File: config.mk
export PLATFORM = sky130hd
export DESIGN_NAME = ir_pulse_decoder
export DESIGN_NICKNAME = d
export VERILOG_FILES = /design/src/rtl/ir_pulse_decoder.sv
export SDC_FILE = /design/constraint.sdc
export NUM_CORES = 1
export LEC_CHECK = 0
export ABC_AREA = 0
export CAP_MARGIN = 20
export CORE_MARGIN = 2
export CORE_UTILIZATION = 45
export DETAILED_ROUTE_END_ITERATION = 8
export SLEW_MARGIN = 20
export SYNTH_ARGS = -nofsm -noshare
export SYNTH_HDL_FRONTEND = slang
export SYNTH_SLANG_ARGS = --single-unit
File: constraint.sdc
create_clock -name CLK -period 5.1 [get_ports CLK]
set_clock_uncertainty 0.15 [all_clocks]
set_input_delay 1.02 -clock CLK [delete_from_list [all_inputs] [get_ports CLK]]
set_output_delay 1.02 -clock CLK [all_outputs]
set_load 0.01 [all_outputs]
File: src/rtl/ir_pulse_decoder.sv
// IR pulse-width decoder: start mark followed by NUM_BITS data marks, LSB first.
// Optional 8-sample input glitch filter enabled by defining IR_GLITCH_FILTER_EN.
module ir_pulse_decoder #(
  parameter int unsigned CLK_IN_FREQ = 100_000_000,
  parameter int unsigned START_US    = 2000,
  parameter int unsigned ONE_US      = 1100,
  parameter int unsigned ZERO_US     = 550,
  parameter int unsigned TOL_US      = 150,
  parameter int unsigned TIMEOUT_US  = 3000,
  parameter int unsigned NUM_BITS    = 4
) (
  input  logic                CLK,
  input  logic                RESETN,
  input  logic                IR_IN,
  output logic [NUM_BITS-1:0] CMD_OUT,
  output logic                CMD_VALID,
  output logic                FRAME_ERR,
  output logic                BUSY
);

  localparam int unsigned Div     = (CLK_IN_FREQ / 1_000_000 > 0) ? CLK_IN_FREQ / 1_000_000 : 1;
  localparam int unsigned PresW   = (Div > 1) ? $clog2(Div) : 1;
  localparam int unsigned BitW    = (NUM_BITS > 1) ? $clog2(NUM_BITS) : 1;
  localparam logic [PresW-1:0] PresMax = PresW'(Div - 1);
  localparam logic [BitW-1:0]  LastBit = BitW'(NUM_BITS - 1);

  localparam int unsigned StartLo = (START_US > TOL_US) ? START_US - TOL_US : 0;
  localparam int unsigned StartHi = START_US + TOL_US;
  localparam int unsigned OneLo   = (ONE_US > TOL_US) ? ONE_US - TOL_US : 0;
  localparam int unsigned OneHi   = ONE_US + TOL_US;
  localparam int unsigned ZeroLo  = (ZERO_US > TOL_US) ? ZERO_US - TOL_US : 0;
  localparam int unsigned ZeroHi  = ZERO_US + TOL_US;

  typedef enum logic [2:0] {
    StIdle,
    StStartMark,
    StStartSpace,
    StDataMark,
    StDataSpace
  } state_e;

  logic sync1_q, sync2_q;
  logic lvl, lvl_q;
  logic fall, rise, edge_det;

  always_ff @(posedge CLK or negedge RESETN) begin
    if (!RESETN) begin
      sync1_q <= 1'b1;
      sync2_q <= 1'b1;
    end else begin
      sync1_q <= IR_IN;
      sync2_q <= sync1_q;
    end
  end

`ifdef IR_GLITCH_FILTER_EN
  logic [2:0] flt_cnt_q;
  logic       flt_lvl_q;

  // A new level is adopted on the 8th consecutive sample that disagrees with the current one.
  always_ff @(posedge CLK or negedge RESETN) begin
    if (!RESETN) begin
      flt_cnt_q <= 3'd0;
      flt_lvl_q <= 1'b1;
    end else if (sync2_q == flt_lvl_q) begin
      flt_cnt_q <= 3'd0;
    end else if (flt_cnt_q == 3'd7) begin
      flt_cnt_q <= 3'd0;
      flt_lvl_q <= sync2_q;
    end else begin
      flt_cnt_q <= flt_cnt_q + 3'd1;
    end
  end

  assign lvl = flt_lvl_q;
`else
  assign lvl = sync2_q;
`endif

  assign fall     = lvl_q & ~lvl;
  assign rise     = ~lvl_q & lvl;
  assign edge_det = fall | rise;

  logic [PresW-1:0] pres_q;
  logic [15:0]      us_q, us_inc;
  logic             tick;

  assign tick   = (pres_q == PresMax);
  assign us_inc = (tick && us_q != 16'hFFFF) ? us_q + 16'd1 : us_q;

  always_ff @(posedge CLK or negedge RESETN) begin
    if (!RESETN) begin
      lvl_q  <= 1'b1;
      pres_q <= '0;
      us_q   <= '0;
    end else begin
      lvl_q <= lvl;
      if (edge_det || tick) begin
        pres_q <= '0;
      end else begin
        pres_q <= pres_q + PresW'(1);
      end
      us_q <= edge_det ? 16'd0 : us_inc;
    end
  end

  // Width including the tick of the current cycle, so an exact N us pulse measures N.
  logic [31:0] width;
  logic        start_ok, is_one, is_zero, timeout;

  state_e              state_q;
  logic [BitW-1:0]     bit_cnt_q;
  logic [NUM_BITS-1:0] shreg_q, shift_next;
  logic [NUM_BITS:0]   shift_cat;

  assign width     = {16'd0, us_inc};
  assign start_ok  = (width >= StartLo) && (width <= StartHi);
  assign is_one    = (width >= OneLo) && (width <= OneHi);
  assign is_zero   = (width >= ZeroLo) && (width <= ZeroHi);
  assign timeout   = (state_q != StIdle) && (width > TIMEOUT_US);
  assign shift_cat = {is_one, shreg_q};
  assign shift_next = shift_cat[NUM_BITS:1];

  always_ff @(posedge CLK or negedge RESETN) begin
    if (!RESETN) begin
      state_q   <= StIdle;
      bit_cnt_q <= '0;
      shreg_q   <= '0;
      CMD_OUT   <= '0;
      CMD_VALID <= 1'b0;
      FRAME_ERR <= 1'b0;
      BUSY      <= 1'b0;
    end else begin
      CMD_VALID <= 1'b0;
      FRAME_ERR <= 1'b0;
      if (timeout) begin
        FRAME_ERR <= 1'b1;
        state_q   <= StIdle;
        BUSY      <= 1'b0;
      end else begin
        unique case (state_q)
          StIdle: begin
            if (fall) begin
              state_q <= StStartMark;
              BUSY    <= 1'b1;
            end
          end
          StStartMark: begin
            if (rise) begin
              if (start_ok) begin
                state_q   <= StStartSpace;
                bit_cnt_q <= '0;
              end else begin
                FRAME_ERR <= 1'b1;
                state_q   <= StIdle;
                BUSY      <= 1'b0;
              end
            end
          end
          StStartSpace, StDataSpace: begin
            if (fall) state_q <= StDataMark;
          end
          StDataMark: begin
            if (rise) begin
              if (is_one || is_zero) begin
                shreg_q <= shift_next;
                if (bit_cnt_q == LastBit) begin
                  CMD_OUT   <= shift_next;
                  CMD_VALID <= 1'b1;
                  bit_cnt_q <= '0;
                  state_q   <= StIdle;
                  BUSY      <= 1'b0;
                end else begin
                  bit_cnt_q <= bit_cnt_q + BitW'(1);
                  state_q   <= StDataSpace;
                end
              end else begin
                FRAME_ERR <= 1'b1;
                state_q   <= StIdle;
                BUSY      <= 1'b0;
              end
            end
          end
          default: begin
            state_q <= StIdle;
            BUSY    <= 1'b0;
          end
        endcase
      end
    end
  end

endmodule

# Yosys cells after proc, flatten, opt, wreduce, memory -nomap -nowiden
# Cells that the tools add are included.
[totals]
reg_bits = 42
inputBits = 3
output_inout_bits = 7
wordCells = 99
[classes]
addsub = 3
n_lt_le_gt_ge = 7
n_eq_ne = 18
n_mux = 37
bitwise_logic = 6
n_reduce_logical = 16
[ops]
columns = ["cell", "n"]
rows = [
  ["$mux W16", 2],
  ["$mux W3", 7],
  ["$mux W1", 17],
  ["$add A16 B1 Y16 const B", 1],
  ["$ge A16 B10 Y1 const B", 1],
  ["$ge A16 B11 Y1 const B", 1],
  ["$ge A16 B9 Y1 const B", 1],
  ["$gt A16 B12 Y1 const B", 1],
  ["$le A16 B10 Y1 const B", 1],
  ["$le A16 B11 Y1 const B", 1],
  ["$le A16 B12 Y1 const B", 1],
  ["$ne A16 B16 Y1 const B", 1],
  ["$ne A3 B3 Y1 const B", 5],
  ["$mux W2", 6],
  ["$pmux W3 S4", 1],
  ["$reduce_and A6 Y1", 2],
  ["$ne A2 B2 Y1 const B", 5],
  ["$reduce_and A4 Y1", 2],
  ["$add A7 B1 Y7 const B", 1],
  ["$eq A7 B7 Y1 const B", 1],
  ["$mux W7", 1],
  ["$eq A3 B2 Y1 const B", 2],
  ["$logic_and A1 B1 Y1", 5],
  ["$reduce_and A5 Y1", 1],
  ["other kinds (16)", 20],
]

# Longest topological paths before layout
# Gate-level depths: netlist of the first run.
[depth]
word_depth = 10
ltp_mapped = 12
mapped_depth_nobuf = 10

# Least setup slack after synthesis of the first run
# OpenSTA, ideal clock, no wires.
[synth_timing]
kind = "register -> register"
startpoint = "register us_q[0]"
endpoint = "register CMD_OUT[0]"
setup_time_ns = 0.128
t_arrival_ns = 3.430
t_required_ns = 4.822
setup_slack_ns = 1.392
stages_incl_launch_ff = 13
path_buffers = 2
period_less_slack_ns = 3.708
path_cell_list = "dfrtp_1 -> ha_1 -> nand4_2 -> or4_1 -> clkbuf_1 -> and4_1 -> buf_2 -> xnor2_1 -> or4b_4 -> o221a_4 -> o22ai_4 -> a21oi_2 -> mux2_1"
[synth_between]
elab_chain_len = 7
word_cells_on_any_way = 15
classes_between = "1 x add/sub; 5 x order compare; 1 x eq/ne; 1 x mux; 1 x bitwise; 6 x reduce/logical"
[synth_lines]
columns = ["item", "line_no", "rtl"]
rows = [
  ["from (decl)", "85", "logic [15:0] us_q, us_inc;"],
  ["from (signal assigned)", "103", "us_q <= edge_det ? 16'd0 : us_inc;"],
  ["parallel branches: the longest is 2 deep, another holds $add A16 B1 Y16", "--", ""],
  ["$mux W16 (*)", "89", "assign us_inc = (tick && us_q != 16'hFFFF) ? us_q + 16'd1 : us_q;"],
  ["$ge A16 B10 Y1 (tied with other cells)", "118", "assign is_one = (width >= OneLo) && (width <= OneHi);"],
  ["$logic_and A1 B1 Y1 (on tied branches)", "118, 119, 120", ""],
  ["$logic_or A1 B1 Y1 / $not A1 Y1 (equally long branches)", "--", ""],
  ["$reduce_and A5 Y1 (no source line) (*)", "--", ""],
  ["to (signal assigned)", "168", "CMD_OUT <= shift_next;"],
  ["to (decl)", "15", "output logic [NUM_BITS-1:0] CMD_OUT,"],
]
# Every way passes the cells marked *.
# A chain may end at the register's enable or synchronous reset.

# Final worst setup path of the first run
[layout_timing]
startpoint = "register us_q[1]"
endpoint = "register CMD_OUT[0]"
# The elaborated chain is that of the path after synthesis.

==> flow_summary.rst, run 1 <==
.. list-table::
   :header-rows: 1

   * - Metric
     - Value
   * - Result of the run
     - finished, final reports clean
   * - Final-layout fill cell count
     - 566
   * - Weighted congestion reported at the end of routability-driven placement
     - 0.925
   * - Total of hold buffers inserted after clock tree synthesis
     - 0
   * - Flip-flop and latch count after synthesis
     - 41
   * - Number of buffers on the longest clock path
     - 2
   * - Share of async-settable or async-resettable flops after synthesis
     - 100%
   * - Worst hold path type
     - reg -> reg
   * - Pre-Repair DR Iteration Count
     - 4
   * - Cell-by-cell listing of the critical path
     - ha_1 -> nand4_2 -> nor4_2 -> o31ai_1 -> a211oi_1 -> a2111oi_0 -> o311ai_2 -> a21oi_2 -> mux2_1
   * - Worst reg2reg endpoint
     - CMD_OUT[0]
   * - Number of flops mapped to enable cells by yosys
     - 0
   * - Number of core rows
     - 28
   * - Setup repair bufs after CTS
     - 0
   * - Fin. max-slew vios
     - 0
   * - Critical path class
     - reg -> reg
   * - Compound-Gate Fraction of Synth Area
     - 20.1%
   * - Worst endpoint data arrival time
     - 4.19 ns
   * - Worst slew slack as a fraction of its limit
     - 39.3%
   * - Count of inserted antenna diode cells
     - 0
   * - Post-synthesis net count
     - between 300 and 400
   * - Source-to-sink clock delay at the later pin of the worst-skew pair
     - 0.30 ns
   * - Worst hold path startpoint
     - sync1_q
   * - RSZ-0062 raised after global routing
     - no
   * - Starting utilization of the core area
     - 47.3%
   * - Hold path endpoint
     - lvl
   * - Routed wire length per instance
     - 17.1 um
   * - Worst Setup Start Kind
     - flop
   * - Antenna violations before repair
     - 0
   * - Antenna Violating Nets Remaining
     - 0
   * - Largest net degree at the start of global routing
     - 42
   * - Port bufs
     - 9
   * - Cts bufs inserted
     - 5
   * - Detailed-route wire length
     - between 6 and 7 mm
   * - Ratio of final minimum period to clock period
     - 81.6%
   * - R2R Path Start
     - us_q[1]
   * - Combinational family with the most area after synthesis
     - simple AND/OR/NAND/NOR gates
   * - Area of the mapped netlist
     - 0.00285 sq mm
   * - Detailed-route via count
     - 2361
   * - Count of maximum capacitance violations
     - 0
   * - Detail-routed via count per cell
     - 6.07
   * - Peak supply drop
     - 0.127 mV
   * - Maximum cell stage delay along the critical path
     - 0.69 ns
   * - Setup TNS
     - 0 ns
   * - Critical Path Fanout Max
     - 9
   * - Fraction of the yosys area taken by sequential cells
     - 36.1%
   * - Fraction of final layout cells with drive strength greater than 1
     - 10.2%
   * - Critical path required time
     - 5.13 ns
   * - Minimum clock period after layout
     - 4.16 ns
   * - Layout net count
     - 321
   * - Power Density
     - 217 mW/mm^2
   * - Number of distinct library cells after synthesis
     - 72
   * - Area fraction in and, or, nand and nor cells after synthesis
     - 28.4%
   * - Die Height
     - about 84 um
   * - Number of warnings issued by yosys
     - 0
   * - # setup viols final
     - 0
   * - Static Leakage
     - ~0.0012 uW
   * - GRT overflow
     - 0
   * - Post-CTS resize count
     - 0
   * - Hold-critical path depth
     - 0
   * - Final HPWL from detailed placement
     - between 4 and 5 mm
   * - Die width
     - 83.6 um
   * - Instance count of the mapped netlist
     - 311
   * - Worst Reg-to-Reg Cells
     - 9
   * - Slew at the pin closest to its max-slew limit
     - 0.910 ns
   * - IO Count
     - 10
   * - Wire length of the first global-routing pass
     - 11.0 mm
   * - Share of the synthesized netlist area taken by xor and xnor gates
     - between 6 and 7%
   * - Register-to-Register Setup Slack
     - 0.94 ns
   * - Clock tree from TritonCTS
     - done
   * - Adder-cell share of the synthesized area
     - 2.55%
   * - Die ar.
     - ~0.007 sq mm
   * - GR Util All Layers
     - roughly a fifth
   * - Number of DRC markers in iteration 0
     - 149
   * - Number of global-route vias before repair
     - 2207
   * - Worst setup EP type
     - flop
   * - Mean cell area of the mapped netlist
     - 9.16 sq um
   * - Mux cell area share after synthesis
     - 2.68%
   * - Area of the core
     - 0.00603 sq mm
   * - Slowest stage cell, crit path
     - sky130_fd_sc_hd__o311ai_2
   * - Clock input transition at the sequential cells of the worst setup and hold paths
     - 0.08 ns
   * - Count of H-tree levels built during CTS
     - 2
   * - Maximum clock frequency
     - 240 MHz
   * - # clock sinks
     - 41
   * - Fin Hold WS
     - 0.209 ns
   * - Number of endpoints with negative hold slack in the final report
     - 0
   * - Remaining routing DRC violations
     - 0
   * - Area growth from synthesis to layout
     - 8.65%
   * - Root Buffer
     - sky130_fd_sc_hd__clkbuf_8
   * - Most frequently used flop master after synthesis
     - sky130_fd_sc_hd__dfrtp_1
==> per-stage QoR <==
step / setup WS [ns] / utilization [%] / cells / area, sq um / power [uW]
CTS: 1.03 / 51.4 / 389 / 3100 / 678
floorplan: 1.39 / - / 311 / 2850 / 379
finish: 0.941 / 51.4 / 389 / 3100 / 672
global placement: 1.08 / 49.4 / 381 / 2980 / 403
detailed placement: 1.04 / 49.4 / 381 / 2980 / 402
global route: 0.686 / 51.4 / 389 / 3100 / 702
==> cell usage after synthesis, drive strengths merged, types with 4 or more instances <==
cell	n	area, sq um
a2111oi	4	35.0
a211oi	6	45.0
a21oi	10	57.6
a22o	4	35.0
a31oi	5	31.3
and2	14	87.6
and3	11	68.8
clkbuf	12	45.0
dfrtp	38	951
ha	5	62.6
inv	12	45.0
mux2	5	56.3
nand2	25	93.8
nand3	14	70.1
nand4	4	31.3
nor2	27	109
nor2b	5	31.3
nor3	4	25.0
nor4	7	71.3
o21ai	7	35.0
o31ai	5	37.5
or4	4	30.0
xnor2	15	131
xor2	6	52.6
==> state kept, by name, indices dropped and copies added (netlist names) <==
signal     flops
sync1_q        1
CMD_VALID      1
CMD_OUT        4
BUSY           1
pres_q         7
us_q          16
FRAME_ERR      1
lvl_q          1
shreg_q        3
state_q        3
bit_cnt_q      2
lvl            1
==> critical path: cells and delay by family, from the launching register on <==
| family | cells | cell delay, ns |
|---|---|---|
| compound gates | 5 | 1.90 |
| fa+ha+maj | 1 | 0.25 |
| flops | 1 | 0.52 |
| mux | 1 | 0.33 |
| simple gates | 2 | 0.91 |
==> placed cells by master, fill, tap and decap left out, types with 3 or more instances in the layout <==
cell                              instances
sky130_fd_sc_hd__or4_1                    4
sky130_fd_sc_hd__dfstp_2                  3
sky130_fd_sc_hd__a31oi_1                  5
sky130_fd_sc_hd__inv_1                   12
sky130_fd_sc_hd__o21ai_0                  6
sky130_fd_sc_hd__xnor2_1                 15
sky130_fd_sc_hd__nand4_1                  3
sky130_fd_sc_hd__a21oi_1                  8
sky130_fd_sc_hd__or3_1                    3
sky130_fd_sc_hd__ha_1                     5
sky130_fd_sc_hd__nor4_1                   4
sky130_fd_sc_hd__dfrtp_1                 38
sky130_fd_sc_hd__o31ai_1                  5
sky130_fd_sc_hd__nand3_1                 14
sky130_fd_sc_hd__nand2_1                 25
sky130_fd_sc_hd__a211oi_1                 6
sky130_fd_sc_hd__clkdlybuf4s50_1          8
sky130_fd_sc_hd__mux2_1                   5
sky130_fd_sc_hd__clkbuf_8                 6
sky130_fd_sc_hd__and2_1                  14
sky130_fd_sc_hd__a22o_1                   4
sky130_fd_sc_hd__xor2_1                   6
sky130_fd_sc_hd__and4_1                   3
sky130_fd_sc_hd__and3_1                  11
sky130_fd_sc_hd__nor2b_1                  5
sky130_fd_sc_hd__a2111oi_0                4
sky130_fd_sc_hd__nor2_1                  26
sky130_fd_sc_hd__nor3b_1                  3
sky130_fd_sc_hd__nor3_1                   3
==> layout make-up <==
type	count	area [sq um]	share of cell area [%]
inverters	12	45.0	1.45
repair buffers	10	92.6	2.99
well taps	75	93.8	3.03
clock buffers	6	82.6	2.67
multi-input cells	243	1720	55.4
clock inverters	2	37.5	1.21
flip-flops and latches	41	1030	33.3
==> logic make-up (layout without fill, tap and decap cells) <==
family	Yosys count	in the layout
flops	41	41
simple gates	137	137
mux	7	7
xor+xnor	21	21
compound gates	72	72
fa+ha+maj	6	6
buf+inv	27	30
==> where the power goes <==
part / internal, uW / switching, uW / leakage [uW]
sequential: 336 / 11.1 / 0.000556
clock: 159 / 117 / 0.0000574
combinational: 21.4 / 26.9 / 0.000602
==> per-layer routing <==
metal / up-vias / global-route usage [%] / part of all wire [%]
met2: 65 / 30.9 / 46
li1: 1155 / - / -
met1: 1133 / 26.5 / 47
met3: 8 / 3.56 / 5.7
met4: 0 / 4.84 / 1.2
met5: - / 0 / 0
==> worst max-delay path by stage <==
stage            start          to  slack [ns]  depth (start not counted)
6_report       us_q[1]  CMD_OUT[0]        0.94                          9
5_1_grt        us_q[1]  CMD_OUT[2]        0.69                          9
4_1_cts        us_q[1]  CMD_OUT[0]        1.03                         10
3_5_place_dp   us_q[1]  CMD_OUT[1]        1.04                         10
3_3_place_gp   us_q[1]  CMD_OUT[0]        1.08                         10
2_1_floorplan  us_q[0]  CMD_OUT[0]        1.39                         12
No activity file was read; power rests on OpenSTA's default activity.
==> run 2, diff against run 1 <==
- clock period: 5.1 -> 3.5 ns (I/O delays scaled with it)
==> run 2 against run 1 <==
Critical path type unchanged. Sequential share of layout area fell by 5.1 points. Highest routed layer unchanged. Wire length rose by 11%. Final cell count rose by 14%. Global-route usage rose by 3.3 points. Final area rose by 18%. Die area did not move. Clock-buffer cell count did not move. Core utilization rose by 9.3 points. The run now ends with setup timing left. Clock power rose by 36%. Combinational power rose by 64%. Setup slack got worse by 0.96 ns. Sequential cell count did not move.
==> flow_summary.rst, run 2 (synthesized netlist as in run 1, its figures left out) <==
.. list-table::
   :header-rows: 1

   * - Metric
     - Value
   * - Power Density
     - 263 mW/mm^2 (+21%)
   * - Remaining routing DRC violations
     - 0 (unchanged)
   * - Routed wire length per instance
     - 16.7 um (-2.4%)
   * - Layout net count
     - 376 (+17%)
   * - Worst endpoint data arrival time
     - 3.57 ns (-0.62 ns)
   * - Slew at the pin closest to its max-slew limit
     - 0.903 ns (-0.00704 ns)
   * - Most common library cell in the layout ignoring fill and taps
     - sky130_fd_sc_hd__buf_4
   * - Detailed-route via count
     - 2609 (+11%)
   * - Antenna violations before repair
     - 0 (unchanged)
   * - Pre-Repair DR Iteration Count
     - 6 (+2)
   * - Fin Hold WS
     - 0.211 ns (+0.00194 ns)
   * - Layout Cells excl Fill
     - 444 (+14%)
   * - Antenna Violating Nets Remaining
     - 0 (unchanged)
   * - Worst Reg-to-Reg Cells
     - 9 (unchanged)
   * - Count of H-tree levels built during CTS
     - 2 (unchanged)
   * - Clock input transition at the sequential cells of the worst setup and hold paths
     - 0.08 ns (about the same)
   * - Area growth from synthesis to layout
     - 28.4%
   * - Slack of the critical path
     - -0.0223 ns (-0.963 ns)
   * - Post-route met1 wirelength
     - 3.62 mm (+14%)
   * - Detail-routed via count per cell
     - 5.88 (-3.2%)
   * - Final-layout fill cell count
     - 532 (-6.0%)
   * - Flip-flop count of the largest register, all copies and words added
     - 16 (unchanged)
   * - Detailed-route wire length
     - 7.42 mm (+11%)
   * - Placed instance count
     - 430 (+13%)
   * - Final HPWL from detailed placement
     - 5.50 mm (+16%)
   * - Worst setup EP type
     - flop
   * - Maximum clock frequency
     - 284 MHz (+18%)
   * - Die Height
     - 83.6 um (unchanged)
   * - Fin. max-slew vios
     - 0 (unchanged)
   * - IO Count
     - 10 (unchanged)
   * - # setup viols final
     - 1 (+1)
   * - Top library cells by usage in the layout, fill and taps aside
     - 55 x sky130_fd_sc_hd__buf_4, 37 x sky130_fd_sc_hd__dfrtp_1, 24 x sky130_fd_sc_hd__nand2_1, 24 x sky130_fd_sc_hd__nor2_1, 15 x sky130_fd_sc_hd__xnor2_1
   * - Number of buffers on the longest clock path
     - 2 (unchanged)
   * - Die width
     - 83.6 um (unchanged)
   * - Clock tree from TritonCTS
     - done
   * - Static Leakage
     - 0.00153 uW (+26%)
   * - Failing checks
     - setup timing
   * - GR Util All Layers
     - 22.4% (+3.3 points)
   * - Source-to-sink clock delay at the later pin of the worst-skew pair
     - 0.30 ns (about the same)
   * - Weighted congestion reported at the end of routability-driven placement
     - 0.899 (-2.9%)
   * - Minimum clock period after layout
     - 3.52 ns (-0.637 ns)
   * - Register with the highest flop count
     - us_q
   * - Die ar.
     - 0.00699 sq mm (unchanged)
   * - Total of hold buffers inserted after clock tree synthesis
     - 0 (unchanged)
   * - Wire length of the first global-routing pass
     - 12.8 mm (+17%)
   * - Number of global-route vias before repair
     - 2646 (+20%)
   * - Setup TNS
     - -0.0223 ns (-0.0223 ns)
   * - Largest net degree at the start of global routing
     - 42 (unchanged)
   * - Number of core rows
     - 28 (unchanged)
   * - RSZ-0062 raised after global routing
     - yes
   * - GRT overflow
     - 0 (unchanged)
   * - Worst hold path type
     - reg -> reg
   * - Number of DRC markers in iteration 0
     - 120 (-19%)
   * - Detail Route met3 WL
     - 296 um (-22%)
   * - Number of endpoints with negative hold slack in the final report
     - 0 (unchanged)
   * - Port bufs
     - 9 (unchanged)
   * - Root Buffer
     - sky130_fd_sc_hd__clkbuf_8
   * - Critical path required time
     - 3.55 ns (-1.58 ns)
   * - Launching instance or port of the critical path
     - pres_q[4]
   * - Fraction of final layout cells with drive strength greater than 1
     - 29.8% (+20 points)
   * - Worst reg2reg endpoint
     - bit_cnt_q[0]
   * - Routed wire length on met2
     - 3.40 mm (+12%)
   * - Ratio of final minimum period to clock period
     - 101% (+19 points)
   * - Worst slew slack as a fraction of its limit
     - 39.8% (+0.47 points)
   * - R2R Path Start
     - pres_q[4]
   * - Starting utilization of the core area
     - 47.3% (unchanged)
   * - Count of inserted antenna diode cells
     - 0 (unchanged)
   * - Worst setup path endpoint
     - bit_cnt_q[0]
   * - # clock sinks
     - 41 (unchanged)
   * - Critical Path Fanout Max
     - 5 (-4)
   * - Critical path class
     - reg -> reg
   * - Register-to-Register Setup Slack
     - -0.02 ns (-0.96 ns)
   * - Cts bufs inserted
     - 5 (unchanged)
   * - Count of maximum capacitance violations
     - 0 (unchanged)
   * - Result of the run
     - finished, violations left
   * - Worst Setup Start Kind
     - flop
   * - Largest registers
     - us_q x16, pres_q x7, CMD_OUT x4
   * - Footprint of the flip-flops and latches
     - 0.00103 sq mm (+0.12%)
   * - Multi-input gate area in the final layout
     - 0.00187 sq mm (+9.1%)
   * - Area of the core
     - 0.00603 sq mm (unchanged)
   * - Uppermost layer routed
     - met4
   * - Peak supply drop
     - 0.229 mV (+80%)
run 2: per-layer routing:
layer | GRT usage, % | up-vias
li1 | - | 1269
met1 | 31.6 | 1269
met2 | 35.6 | 63
met3 | 3.96 | 8
met4 | 5.87 | 0
met5 | 0 | -
run 2: worst min-delay path by stage:
stage                     slack [ns]    start  depth (start not counted)  endpoint
final                           0.21  sync1_q                          0       lvl
after global routing            0.22  sync1_q                          0       lvl
after CTS                       0.21  sync1_q                          0       lvl
after detailed placement        0.20  sync1_q                          0       lvl
after global placement          0.20  sync1_q                          0       lvl
after floorplan                 0.20  sync1_q                          0       lvl
run 2: final cells by class:
type | instances | area share (%)
Clock buffer | 6 | 1.98
Timing Repair Buffer | 65 | 13.9
Sequential cell | 41 | 28.2
Multi-Input combinational cell | 243 | 51.2
Tap cell | 75 | 2.56
Inverter | 12 | 1.23
Clock inverter | 2 | 0.958
run 2: power breakdown:
part	internal, uW	switching, uW
logic	36.4	42.9
registers	490	15.4
clock network	212	165
run 2: critical path: stages, from the launching register on:
cell and delay (ns):
sky130_fd_sc_hd__dfrtp_1 0.40, sky130_fd_sc_hd__or4b_4 0.60, sky130_fd_sc_hd__a211o_1 0.34, sky130_fd_sc_hd__nor4bb_2 0.32, sky130_fd_sc_hd__a311oi_2 0.08, sky130_fd_sc_hd__or3_1 0.32, sky130_fd_sc_hd__or4_4 0.43, sky130_fd_sc_hd__a211oi_1 0.29
sky130_fd_sc_hd__a21bo_1 0.26, sky130_fd_sc_hd__a22o_1 0.23
run 2: per-stage QoR:
stage	utilization [%]	total power, uW	worst slack, ns	area (sq um)
final	60.7	961	-0.0223	3660
after global routing	60.7	1010	-0.134	3660
after CTS	59.0	971	-0.00276	3550
after detailed placement	56.1	592	-0.0103	3380
after global placement	56.1	590	-0.117	3380
after floorplan	-	552	0.00500	2890
run 2: what timing repair did:
action | in CTS | in global routing
pin swaps | 4 | 11
buffers inserted | 1 | 5
resized for setup | 13 | 16
cloned | 0 | 0
setup endpoints to repair | 7 | 14
